<file path="src/rtl/mem_arb_pkg.sv">
// Shared definitions for the unified-memory port arbiter: FSM encoding and default timeout.
package mem_arb_pkg;

  typedef enum logic [1:0] {
    IDLE    = 2'd0,
    BUSY_IF = 2'd1,
    BUSY_DM = 2'd2,
    RESP    = 2'd3
  } state_t;

  localparam int TIMEOUT_DEFAULT = 16;

endpackage

</file>
<file path="src/rtl/arb_timeout_counter.sv">
// Cycle counter for an outstanding memory access; flags the last cycle before abort.
module arb_timeout_counter #(
  parameter int TIMEOUT = 16,
  parameter int CNT_W   = 5
) (
  input  logic clk_i,
  input  logic rst_i,
  input  logic clr_i,
  input  logic en_i,
  output logic tc_o
);

  logic [CNT_W-1:0] cnt_r;

  // Count BUSY cycles; clear whenever no access is outstanding.
  always_ff @(posedge clk_i) begin
    if (!rst_i) begin
      cnt_r <= {CNT_W{1'b0}};
    end else if (clr_i) begin
      cnt_r <= {CNT_W{1'b0}};
    end else if (en_i) begin
      cnt_r <= cnt_r + {{(CNT_W-1){1'b0}}, 1'b1};
    end
  end

  assign tc_o = (cnt_r == CNT_W'(TIMEOUT - 1));

endmodule

</file>
<file path="src/rtl/mem_port_arbiter.sv">
// Serialises instruction-fetch and data-memory accesses onto one single-port memory
// with an ack handshake; returns a registered one-cycle ready pulse per access.
module mem_port_arbiter
  import mem_arb_pkg::*;
#(
  parameter int ADDR_W  = 32,
  parameter int DATA_W  = 32,
  parameter int TIMEOUT = TIMEOUT_DEFAULT,
  parameter int CNT_W   = 5
) (
  input  logic              clk_i,
  input  logic              rst_i,
  input  logic              if_req_i,
  input  logic [ADDR_W-1:0] if_addr_i,
  input  logic              if_kill_i,
  output logic              if_ready_o,
  output logic [DATA_W-1:0] if_rdata_o,
  input  logic              dm_rd_i,
  input  logic              dm_wr_i,
  input  logic [ADDR_W-1:0] dm_addr_i,
  input  logic [DATA_W-1:0] dm_wdata_i,
  output logic              dm_ready_o,
  output logic [DATA_W-1:0] dm_rdata_o,
  output logic              err_o,
  output logic              mem_req_o,
  output logic              mem_we_o,
  output logic [ADDR_W-1:0] mem_addr_o,
  output logic [DATA_W-1:0] mem_wdata_o,
  input  logic [DATA_W-1:0] mem_rdata_i,
  input  logic              mem_ack_i
);

  state_t            state_r, state_nx_s;
  logic              grant_dm_r, kill_r, timeout_r;
  logic [DATA_W-1:0] data_r;
  logic              busy_s, start_dm_s, start_if_s, kill_set_s, if_drop_s, cnt_tc_s;

  arb_timeout_counter #(
    .TIMEOUT (TIMEOUT),
    .CNT_W   (CNT_W)
  ) u_timeout (
    .clk_i (clk_i),
    .rst_i (rst_i),
    .clr_i (!busy_s),
    .en_i  (busy_s),
    .tc_o  (cnt_tc_s)
  );

  // Next-state and grant decisions; DM beats IF because it belongs to the older instruction.
  always_comb begin
    state_nx_s = state_r;
    start_dm_s = 1'b0;
    start_if_s = 1'b0;
    busy_s     = 1'b0;
    case (state_r)
      IDLE: begin
        if (dm_rd_i || dm_wr_i) begin
          start_dm_s = 1'b1;
          state_nx_s = BUSY_DM;
        end else if (if_req_i) begin
          start_if_s = 1'b1;
          state_nx_s = BUSY_IF;
        end else begin
          state_nx_s = IDLE;
        end
      end
      BUSY_IF, BUSY_DM: begin
        busy_s = 1'b1;
        if (mem_ack_i || cnt_tc_s) begin
          state_nx_s = RESP;
        end else begin
          state_nx_s = state_r;
        end
      end
      RESP:    state_nx_s = IDLE;
      default: state_nx_s = IDLE;
    endcase
  end

  // A kill arriving in the RESP cycle itself must still suppress that response.
  assign kill_set_s = if_kill_i && ((state_r == BUSY_IF) || ((state_r == RESP) && !grant_dm_r));
  assign if_drop_s  = kill_r || kill_set_s;

  // State register plus every registered memory-side and requester-side output.
  always_ff @(posedge clk_i) begin
    if (!rst_i) begin
      state_r     <= IDLE;
      grant_dm_r  <= 1'b0;
      kill_r      <= 1'b0;
      timeout_r   <= 1'b0;
      data_r      <= {DATA_W{1'b0}};
      if_ready_o  <= 1'b0;
      if_rdata_o  <= {DATA_W{1'b0}};
      dm_ready_o  <= 1'b0;
      dm_rdata_o  <= {DATA_W{1'b0}};
      err_o       <= 1'b0;
      mem_req_o   <= 1'b0;
      mem_we_o    <= 1'b0;
      mem_addr_o  <= {ADDR_W{1'b0}};
      mem_wdata_o <= {DATA_W{1'b0}};
    end else begin
      state_r    <= state_nx_s;
      if_ready_o <= 1'b0;
      dm_ready_o <= 1'b0;
      err_o      <= 1'b0;
      case (state_r)
        IDLE: begin
          if (start_dm_s) begin
            mem_req_o   <= 1'b1;
            mem_we_o    <= dm_wr_i;
            mem_addr_o  <= dm_addr_i;
            mem_wdata_o <= dm_wdata_i;
            grant_dm_r  <= 1'b1;
            timeout_r   <= 1'b0;
          end else if (start_if_s) begin
            mem_req_o   <= 1'b1;
            mem_we_o    <= 1'b0;
            mem_addr_o  <= if_addr_i;
            mem_wdata_o <= {DATA_W{1'b0}};
            grant_dm_r  <= 1'b0;
            timeout_r   <= 1'b0;
          end
        end
        BUSY_IF, BUSY_DM: begin
          kill_r <= kill_r | kill_set_s;
          if (mem_ack_i) begin
            data_r    <= mem_we_o ? {DATA_W{1'b0}} : mem_rdata_i;
            timeout_r <= 1'b0;
            mem_req_o <= 1'b0;
          end else if (cnt_tc_s) begin
            data_r    <= {DATA_W{1'b0}};
            timeout_r <= 1'b1;
            mem_req_o <= 1'b0;
          end
        end
        RESP: begin
          kill_r <= 1'b0;
          if (grant_dm_r) begin
            dm_ready_o <= 1'b1;
            dm_rdata_o <= data_r;
            err_o      <= timeout_r;
          end else if (!if_drop_s) begin
            if_ready_o <= 1'b1;
            if_rdata_o <= data_r;
            err_o      <= timeout_r;
          end
        end
        default: ;
      endcase
    end
  end

endmodule

</file>
<file path="config.mk">
export PLATFORM = sky130hd
export DESIGN_NAME = mem_port_arbiter
export DESIGN_NICKNAME = d
export VERILOG_FILES = /design/src/rtl/mem_arb_pkg.sv /design/src/rtl/arb_timeout_counter.sv /design/src/rtl/mem_port_arbiter.sv
export SDC_FILE = /design/constraint.sdc
export NUM_CORES = 1
export LEC_CHECK = 0
export CAP_MARGIN = 0
export CORE_ASPECT_RATIO = 1.5
export CORE_UTILIZATION = 39
export DETAILED_ROUTE_END_ITERATION = 16
export PLACE_DENSITY = 0.87
export SLEW_MARGIN = 10
export SYNTH_ARGS = -nofsm -noshare
export SYNTH_HDL_FRONTEND = slang
export SYNTH_HIERARCHICAL = 1
export SYNTH_SLANG_ARGS = --single-unit
</file>
<file path="constraint.sdc">
create_clock -name clk_i -period 1.85 [get_ports clk_i]
set_input_delay 0.37 -clock clk_i [delete_from_list [all_inputs] [get_ports clk_i]]
set_output_delay 0.37 -clock clk_i [all_outputs]
set_load 0.02 [all_outputs]
</file>
# --- Yosys cells after proc, flatten, opt, wreduce, memory -nomap -nowiden ---
# Cells that the tools add are included.
totals:
  regBits: 175
  input_bits: 135
  output_inout_bits: 133
  elab_cells: 83
op_classes:
  n_addsub: 1
  eq_ne: 7
  mux: 34
  bitwise_logic: 5
  n_reduce_logical: 21
ops:
  columns: ["op", "count"]
  rows:
  - ["2-to-1 mux 32 bit", 7]
  - ["2-to-1 mux 1 bit", 21]
  - ["AND reduction 2 bit", 5]
  - ["nonzero test 2 bit", 4]
  - ["inequality test 3 bit (second input constant)", 2]
  - ["case mux 1 bit (2 select lines)", 3]
  - ["case mux 2 bit (3 select lines)", 1]
  - ["AND reduction 3 bit", 2]
  - ["adder 5 x 1 -> 5 bit (second input constant)", 1]
  - ["== test 5 x 4 -> 1 bit (second input constant)", 1]
  - ["== test 2 bit (second input constant)", 2]
  - ["logical OR 1 bit", 4]
  - ["2-to-1 mux 2 bit", 2]
  - ["inverter 1 bit", 4]
  - ["OR reduction 3 bit", 1]
  - ["== test 2 x 1 -> 1 bit (second input constant)", 1]
  - ["logical AND 1 bit", 2]
  - ["logical NOT 2 bit", 1]
  - ["inequality test 2 bit (second input constant)", 1]
  - ["OR reduction 2 bit", 1]
  - ["logical NOT 1 bit", 1]
  - ["OR 1 bit", 1]

# --- Depth between registers and ports, before layout ---
# Gate-level depths: netlist (run 1).
logic_depth:
  depth_word: 7
  depth_mapped: 7
  ltp_nobuf: 6

# --- Cells and area by module ---
# The synthesis (run 1) kept the hierarchy.
modules_own_cells:
  columns: ["module", "instances", "cells_each", "area_per_inst_um2", "seq_area_each_um2"]
  rows:
  - ["mem_port_arbiter", 1, 733, 6414.9, 3403.3]
  - ["arb_timeout_counter", 1, 24, 239.0, 100.1]

# --- Least setup slack after synthesis (run 1) ---
# Ideal clock, no wire load.
synth_timing:
  kind: "register to register"
  from: "register u_timeout.cnt_r[0]"
  to: "register data_r[10]"
  setup_time_ns: 0.070
  arrival_time_ns: 1.651
  required_time_ns: 1.780
  setup_slack_ns: 0.129
  stages_incl_launch_ff: 8
  n_path_buf: 1
  period_less_slack_ns: 1.721
  cell_sequence: "dfxtp_1 ha_1 and3_1 ha_1 o21ai_1 clkbuf_1 nand2_1 a21oi_1"
synth_between:
  elab_chain_len: 3
synth_rtl:
  columns: ["item", "line_no", "rtl"]
  rows:
  - ["from (decl)", "arb_timeout_counter.sv:13", "logic [CNT_W-1:0] cnt_r;"]
  - ["from (signal assigned)", "arb_timeout_counter.sv:18", "cnt_r <= {CNT_W{1'b0}};"]
  - ["from (signal assigned)", "arb_timeout_counter.sv:20", "cnt_r <= {CNT_W{1'b0}};"]
  - ["from (signal assigned)", "arb_timeout_counter.sv:22", "cnt_r <= cnt_r + {{(CNT_W-1){1'b0}}, 1'b1};"]
  - ["== test 5 x 4 -> 1 bit", "arb_timeout_counter.sv:26", "assign tc_o = (cnt_r == CNT_W'(TIMEOUT - 1));"]
  - ["via cnt_tc_s", "mem_port_arbiter.sv:36", "logic busy_s, start_dm_s, start_if_s, kill_set_s, if_drop_s, cnt_tc_s;"]
  - ["nonzero test 2 bit (no line)", null, null]
  - ["AND reduction 2 bit (no line)", null, null]
  - ["to (signal assigned)", "mem_port_arbiter.sv:91", "data_r <= {DATA_W{1'b0}};"]
  - ["to (signal assigned)", "mem_port_arbiter.sv:127", "data_r <= mem_we_o ? {DATA_W{1'b0}} : mem_rdata_i;"]
  - ["to (signal assigned)", "mem_port_arbiter.sv:131", "data_r <= {DATA_W{1'b0}};"]
  - ["to (decl)", "mem_port_arbiter.sv:35", "logic [DATA_W-1:0] data_r;"]
# The timed path passes the listed nets, and every way through them passes these cells.
# A chain may end at the register's enable or synchronous reset.

# --- Worst setup path in the final report (run 1) ---
layout_timing:
  from: "register mem_wdata_o[26]"
  to: "output port mem_wdata_o[26]"
layout_lines:
  columns: ["item", "line_no", "rtl"]
  rows:
  - ["from (decl)", "mem_port_arbiter.sv:28", "output logic [DATA_W-1:0] mem_wdata_o,"]
  - ["from (signal assigned)", "mem_port_arbiter.sv:100", "mem_wdata_o <= {DATA_W{1'b0}};"]
  - ["from (signal assigned)", "mem_port_arbiter.sv:112", "mem_wdata_o <= dm_wdata_i;"]
  - ["from (signal assigned)", "mem_port_arbiter.sv:119", "mem_wdata_o <= {DATA_W{1'b0}};"]
# No word-level cell between the ends.

==> Flow_metrics.wiki, run 1 <==
{| class="wikitable"
! Metric !! Value
|-
| FP Rows || 58
|-
| Proportion of netlist area held by the largest area contributor || between 50 and 60%
|-
| Headroom to the max-slew limit || 75.8%
|-
| Post-place instance area || 9770 sq um
|-
| Remaining routing DRC violations || 0
|-
| Detailed Route Iter0 Violations || 376
|-
| Part of the power in combinational logic || a little over a third
|-
| Detailed-router iteration count before antenna repair || 5
|-
| Placed cell count || 1211
|-
| CP Data Required Time || approximately 1.5 ns
|-
| Pre-CTS WS || -0.144 ns
|-
| Global-route usage over all layers || 23.0%
|-
| Proportion of power drawn by flip-flops and latches || 36.6%
|-
| Non-filler cells, final || 1250
|-
| Switching power total || 4.38 mW
|-
| Slew at the pin closest to its max-slew limit || around 0.36 ns
|-
| Number of CTS-inserted buffers || 17
|-
| Arrival time at the worst endpoint || 1.44 ns
|-
| Switching Fraction || roughly a third
|-
| Die area || 17600 sq um
|-
| Total overflow reported by the global router || 0
|-
| #FFs+latches synth || 175
|-
| Sequential area share after synthesis || 52.7%
|-
| Wire length of the first global-routing pass || about 31000 microns
|-
| Vias per inst || 5.31
|-
| Inserted Diodes || 0
|-
| Commonest register cell after synthesis || sky130_fd_sc_hd__dfxtp_1
|-
| Top cells by area, synth || sky130_fd_sc_hd__dfxtp_1 53%, sky130_fd_sc_hd__nand2_1 9.3%, sky130_fd_sc_hd__a21oi_1 7.5%
|-
| Pin count of the biggest net entering global routing || 34
|-
| Clock tree from TritonCTS || built
|-
| Category of the most critical setup path || flop to primary output
|-
| Clock slew at the register clock pins of the worst setup and hold paths || ~0.07 ns
|-
| Clock Latency Late Sink || 0.42 ns
|-
| Die width || 109 microns
|-
| Global placement routability congestion || 0.854
|-
| Outcome || complete, no violations
|-
| Number of I/O port buffers || 267
|-
| Post-Syn Instances || 757
|-
| Count of warnings emitted by yosys || 6
|-
| Fill cell instance count of the final layout || 1330
|-
| Die H || 162 microns
|-
| Vias || about 6600
|-
| Yosys cell types || 42
|-
| Fraction of power consumed by the clock network || 27.2%
|-
| Final wirelength || 20800 microns
|-
| Core area || about 17000 sq um
|-
| Share of flip-flops with an asynchronous set or reset || 0%
|-
| Number of nets with antenna violations after routing || 0
|-
| Crit-path leading delay family || buffers and inverters
|-
| Routed wire per std cell || 16.7 microns
|-
| Number of hold violations in the final report || 0
|-
| Final layout net count || around 1200
|-
| Cell at the root of the clock tree || sky130_fd_sc_hd__clkbuf_16
|-
| Power density over the cells || 1240 nW/um^2
|-
| TritonCTS Sinks || 175
|-
| Deepest level of the CTS H-tree || 4
|-
| End-of-flow core utilization || 62.8%
|-
| Max VDD drop || 0.00101 V
|-
| Design Area, Final || 10500 sq um
|-
| Fin Clk Skew || 0.0109 ns
|-
| Area leader, netlist || sky130_fd_sc_hd__dfxtp_1
|-
| Critical path endpoint category || primary output
|-
| FMAX || 552 MHz
|-
| Leakage power || 3.81 nW
|-
| Antenna violations before repair || 0
|-
| Synthesized netlist net count || 898
|-
| Number of global-route vias before repair || 6373
|-
| Mean Syn Cell Area || approximately 8.8 sq um
|-
| Critical-path cell with the highest stage delay || sky130_fd_sc_hd__clkdlybuf4s50_1
|-
| Max cap viols || 0
|-
| Maximum buffer depth of the clock tree || 2
|-
| Top-level port count || 268
|-
| Critical path, cell by cell || clkdlybuf4s50_1
|-
| Count of hold buffers inserted by post-cts repair || 0
|-
| Post-synth EDFFs || 0
|-
| Post-layout minimum cycle time || 1.81 ns
|-
| Maximum cell stage delay along the critical path || 0.66 ns
|-
| Crit Path Max Fanout || 2
|-
| Buffers plus inverters on the worst setup path || 1
|-
| Pint || 8.65 mW
|-
| Max-slew violation count || 0
|-
| Synthesis-to-finish area growth || 58.2%
|-
| Initial Utilization || 39.7%
|-
| Setup ws final || 0.0388 ns
|-
| Post-DP HPWL || approximately 14000 microns
|-
| Setup violators final || 0
|-
| Min-Delay Path Class || flop to flop
|-
| Ratio of cells with drive above 1 in the final layout || 9.62%
|-
| Total power || 13.0 mW
|-
| Critical Path Start Type || flop
|-
| Netlist area before placement || between 6000 and 7000 sq um
|-
| Final worst-path cycle share || 97.9%
|}
per-stage QoR:
step / TNS [ns] / hold WS [ns]
after floorplan: 0 / 0.445
final: 0 / 0.453
after detailed placement: -5.89 / 0.445
after CTS: 0 / 0.454
after global routing: -0.0188 / 0.472
after global placement: -3.52 / 0.440
final timing paths:
check                      from         endpoint  slack (ns)  cells past startpoint
max             mem_wdata_o[26]  mem_wdata_o[26]        0.04                      1
min               dm_rdata_o[7]    dm_rdata_o[7]        0.45                      2
max reg2reg  u_timeout/cnt_r[0]       data_r[15]        0.09                      9
min reg2reg       dm_rdata_o[7]    dm_rdata_o[7]        0.45                      2
state kept, by name, summed over array words and instances, names as in the netlist:
name	cells
grant_dm_r	1
mem_wdata_o	32
data_r	32
if_ready_o	1
state_r	2
mem_req_o	1
mem_we_o	1
if_rdata_o	32
dm_rdata_o	32
err_o	1
mem_addr_o	32
kill_r	1
timeout_r	1
u_timeout/cnt_r	5
dm_ready_o	1
routing by layer:
layer	GRT usage, %	wire length [microns]
met1	24.7	7960
met2	39.5	10600
met3	5.34	1080
met4	14.9	1170
met5	0	0
cells in the final DEF, fill, tap and decap left out, types with 2 or more instances in the layout:
cell type and n:
sky130_fd_sc_hd__a211oi_1 34, sky130_fd_sc_hd__a21oi_1 97, sky130_fd_sc_hd__a21oi_2 3, sky130_fd_sc_hd__a22o_1 32, sky130_fd_sc_hd__a31oi_1 2, sky130_fd_sc_hd__and3_1 2, sky130_fd_sc_hd__buf_12 13, sky130_fd_sc_hd__buf_4 35
sky130_fd_sc_hd__clkbuf_1 2, sky130_fd_sc_hd__clkbuf_16 20, sky130_fd_sc_hd__clkbuf_8 4, sky130_fd_sc_hd__clkdlybuf4s50_1 264, sky130_fd_sc_hd__clkinvlp_4 2, sky130_fd_sc_hd__dfxtp_1 173, sky130_fd_sc_hd__dfxtp_2 2, sky130_fd_sc_hd__dlymetal6s2s_1 3
sky130_fd_sc_hd__ha_1 3, sky130_fd_sc_hd__ha_2 2, sky130_fd_sc_hd__inv_1 5, sky130_fd_sc_hd__inv_6 4, sky130_fd_sc_hd__mux2i_1 3, sky130_fd_sc_hd__nand2_1 165, sky130_fd_sc_hd__nand3_1 32, sky130_fd_sc_hd__nand3b_1 2
sky130_fd_sc_hd__nor2_1 41, sky130_fd_sc_hd__o21ai_0 32, sky130_fd_sc_hd__o21ai_1 3, sky130_fd_sc_hd__or4b_1 32
synth_stat cells, types with 2 or more instances:
library cell	count
sky130_fd_sc_hd__ha_1	6
sky130_fd_sc_hd__nor2b_1	2
sky130_fd_sc_hd__dfxtp_1	175
sky130_fd_sc_hd__mux2i_1	3
sky130_fd_sc_hd__and3_1	2
sky130_fd_sc_hd__buf_6	5
sky130_fd_sc_hd__buf_4	3
sky130_fd_sc_hd__a211oi_1	34
sky130_fd_sc_hd__a22o_1	32
sky130_fd_sc_hd__nand3b_1	2
sky130_fd_sc_hd__o21ai_1	4
sky130_fd_sc_hd__buf_2	16
sky130_fd_sc_hd__or4b_1	32
sky130_fd_sc_hd__inv_1	5
sky130_fd_sc_hd__o21ai_0	32
sky130_fd_sc_hd__buf_1	6
sky130_fd_sc_hd__nand2_1	165
sky130_fd_sc_hd__a21oi_1	100
sky130_fd_sc_hd__a31oi_1	2
sky130_fd_sc_hd__nand3_1	32
sky130_fd_sc_hd__nor4b_2	2
sky130_fd_sc_hd__nor2_1	41
sky130_fd_sc_hd__clkbuf_1	37
repair_timing:
item / in CTS / in global routing
setup buffers: 0 / 3
gates resized for setup: 0 / 15
endpoints found under the setup margin: 0 / 36
layout make-up:
| type | count | area (sq um) | area share, % |
|---|---|---|---|
| inverters | 6 | 25.0 | 0.238 |
| clock buffers | 23 | 488 | 4.63 |
| clock inverters | 9 | 96.3 | 0.915 |
| multi-input cells | 508 | 2860 | 27.2 |
| flip-flops and latches | 175 | 3510 | 33.3 |
| well taps | 210 | 263 | 2.50 |
| repair buffers | 319 | 3290 | 31.2 |
power by group through the flow:
| stage | logic (mW) | clock network [mW] | registers, mW |
|---|---|---|---|
| after floorplan | 1.77 | 0 | 5.36 |
| after global routing | 5.00 | 3.75 | 4.84 |
| after global placement | 4.24 | 0 | 4.82 |
| after detailed placement | 4.31 | 0 | 4.84 |
| final | 4.71 | 3.55 | 4.77 |
| after CTS | 4.33 | 3.60 | 4.77 |
cell families after synthesis:
family | Yosys count | share of synthesized area, %
AND/OR/NAND/NOR | 286 | 20.9
AO/OA/AOI/OAI | 212 | 19.6
flip-flops | 175 | 52.7
buffers and inverters | 74 | 5.23
adder cells (fa/ha/maj) | 6 | 1.13
multiplexers | 3 | 0.451
XOR/XNOR | 1 | 0.132
(Power assumes the default switching activity.)
==> inputs of run 2 (changes only) <==
--- a/config.mk
+++ b/config.mk
@@ -9,6 +9,7 @@
 export CORE_ASPECT_RATIO = 1.5
 export CORE_UTILIZATION = 39
 export DETAILED_ROUTE_END_ITERATION = 16
+export MAX_ROUTING_LAYER = met4
 export PLACE_DENSITY = 0.87
 export SLEW_MARGIN = 10
 export SYNTH_ARGS = -nofsm -noshare
==> run 2 against run 1 <==
Worst setup slack gained 0.00090 ns; critical path depth unchanged; die area is the same; via count is 0.14% lower; sequential share of layout area about the same; clock skew up 0.00052 ns; largest cell class unchanged.
==> Flow_metrics.wiki, run 2 (synthesis results as in run 1) <==
{| class="wikitable"
! Metric !! Value
|-
| Crit-path leading delay family || buffers and inverters
|-
| Cell at the root of the clock tree || sky130_fd_sc_hd__clkbuf_16
|-
| Final worst-path cycle share || 97.9%
|-
| Core area || 16800 sq um
|-
| Wire length of the first global-routing pass || ~31000 microns
|-
| Critical path endpoint category || primary output
|-
| Buffers plus inverters on the worst setup path || 1
|-
| Global-route layer with the greatest usage || met2
|-
| FP Rows || 58
|-
| Antenna violations before repair || 0
|-
| Fraction of met2 tracks used by global routing || 39.4%
|-
| Slew at the pin closest to its max-slew limit || 0.365 ns
|-
| Post-DP HPWL || 14400 microns
|-
| Switching power total || 4.36 mW
|-
| TritonCTS Sinks || 175
|-
| Vias per inst || 5.30
|-
| Outcome || complete, no violations
|-
| Leakage power || 3.81 nW
|-
| Number of nets with antenna violations after routing || 0
|-
| Detailed Route Iter0 Violations || 390
|-
| Deepest level of the CTS H-tree || 4
|-
| Total power || 13.0 mW
|-
| Setup violators final || 0
|-
| Most common library cell in the layout ignoring fill and taps || sky130_fd_sc_hd__clkdlybuf4s50_1
|-
| Final layout net count || 1168
|-
| Total overflow reported by the global router || 0
|-
| Die area || 17600 sq um
|-
| Max-slew violation count || 0
|-
| Switching Fraction || approximately a third
|-
| GR met1 Demand/Resource || 24.8%
|-
| Remaining routing DRC violations || 0
|-
| Initial Utilization || 39.7%
|-
| Top-level port count || between 200 and 300
|-
| Critical Path Start Type || flop
|-
| Number of I/O port buffers || 267
|-
| Grt met3 use || under 10%
|-
| Worst Reg2Reg Path Length in Cells || 9
|-
| Critical-path cell with the highest stage delay || sky130_fd_sc_hd__clkdlybuf4s50_1
|-
| Number of CTS-inserted buffers || 17
|-
| Detailed-router iteration count before antenna repair || 5
|-
| Vias || between 6000 and 7000
|-
| Clock slew at the register clock pins of the worst setup and hold paths || 0.07 ns
|-
| Top library cells by usage in the layout, fill and taps aside || 264 x sky130_fd_sc_hd__clkdlybuf4s50_1, 173 x sky130_fd_sc_hd__dfxtp_1, 165 x sky130_fd_sc_hd__nand2_1
|-
| Clock tree from TritonCTS || built
|-
| Non-filler cells, final || ~1300
|-
| End-of-flow core utilization || 62.9%
|-
| Fraction of power consumed by the clock network || roughly 27%
|-
| Proportion of power drawn by flip-flops and latches || 36.7%
|-
| Sum Neg Setup Slack || 0 ns
|-
| Ratio of cells with drive above 1 in the final layout || 9.81%
|-
| Maximum buffer depth of the clock tree || 2
|-
| Max VDD drop || 0.00101 V
|-
| Final wirelength || just over 20000 microns
|-
| Critical path, cell by cell || clkdlybuf4s50_1
|-
| Post-layout minimum cycle time || 1.81 ns
|-
| Die H || 162 microns
|-
| Power density over the cells || 1240 nW/um^2
|-
| Die width || ~110 microns
|-
| FMAX || 552 MHz
|-
| Clock Latency Late Sink || 0.42 ns
|-
| Number of global-route vias before repair || 6379
|-
| Cell count of the worst hold path || 2
|-
| CP Depth || 1
|-
| Routed wire per std cell || roughly 17 microns
|-
| Headroom to the max-slew limit || 75.7%
|-
| Arrival time at the worst endpoint || about 1.4 ns
|-
| Inserted Diodes || 0
|-
| Max cap viols || 0
|-
| CP Data Required Time || 1.48 ns
|-
| Global placement routability congestion || a little under 0.9
|-
| Pint || ~8.7 mW
|-
| Maximum cell stage delay along the critical path || 0.66 ns
|-
| Placed cell count || 1211
|-
| Category of the most critical setup path || flop to primary output
|-
| Number of hold violations in the final report || 0
|-
| Min-Delay Path Class || flop to flop
|-
| Fin Clk Skew || 0.0114 ns
|-
| Global-route usage over all layers || 23.6%
|-
| Synthesis-to-finish area growth || 58.3%
|-
| Crit Path Max Fanout || 2
|-
| Part of the power in combinational logic || 36.1%
|-
| Pin count of the biggest net entering global routing || 34
|}
[run 2: path summary, 6_finish.rpt]
kind	start	to	slack, ns
min	dm_rdata_o[7]	dm_rdata_o[7]	0.45
max reg2reg	u_timeout/cnt_r[0]	data_r[13]	0.09
min reg2reg	dm_rdata_o[7]	dm_rdata_o[7]	0.45
max	mem_wdata_o[26]	mem_wdata_o[26]	0.04
[run 2: timing repair]
action	CTS	global route
gates resized for setup	0	17
buffers inserted	0	3
hold buffers	0	0
endpoints found under the setup margin	0	36
[run 2: metal layers]
metal	share of wire (%)	vias up
li1	-	3179
met1	38	3136
met2	51	240
met3	5.5	76
met4	5.6	0
met5	0	-
[run 2: power groups by stage]
| stage | Sequential [mW] | Clock [mW] | Combinational [mW] |
|---|---|---|---|
| 5_1_grt | 4.84 | 3.76 | 4.99 |
| 4_1_cts | 4.77 | 3.60 | 4.33 |
| 2_1_floorplan | 5.36 | 0 | 1.77 |
| 6_report | 4.77 | 3.54 | 4.70 |
| 3_5_place_dp | 4.84 | 0 | 4.31 |
| 3_3_place_gp | 4.82 | 0 | 4.24 |
[run 2: per-stage QoR]
stage / instance area, sq um / hold slack [ns] / setup slack [ns]
after floorplan: 6650 / 0.445 / 0.129
after global placement: 9770 / 0.440 / -0.0993
after detailed placement: 9770 / 0.445 / -0.144
after CTS: 10400 / 0.454 / 0.0135
after global routing: 10500 / 0.472 / -0.0170
final: 10500 / 0.453 / 0.0397
[run 2: layout make-up]
class                      instances  area, sq um
inverter                           6         25.0
clock inverter                     9         96.3
sequential                       175         3510
clock buffer                      23          488
multi-input combinational        508         2870
tap                              210          263
timing repair buffer             319         3290
fill                            1332         6230
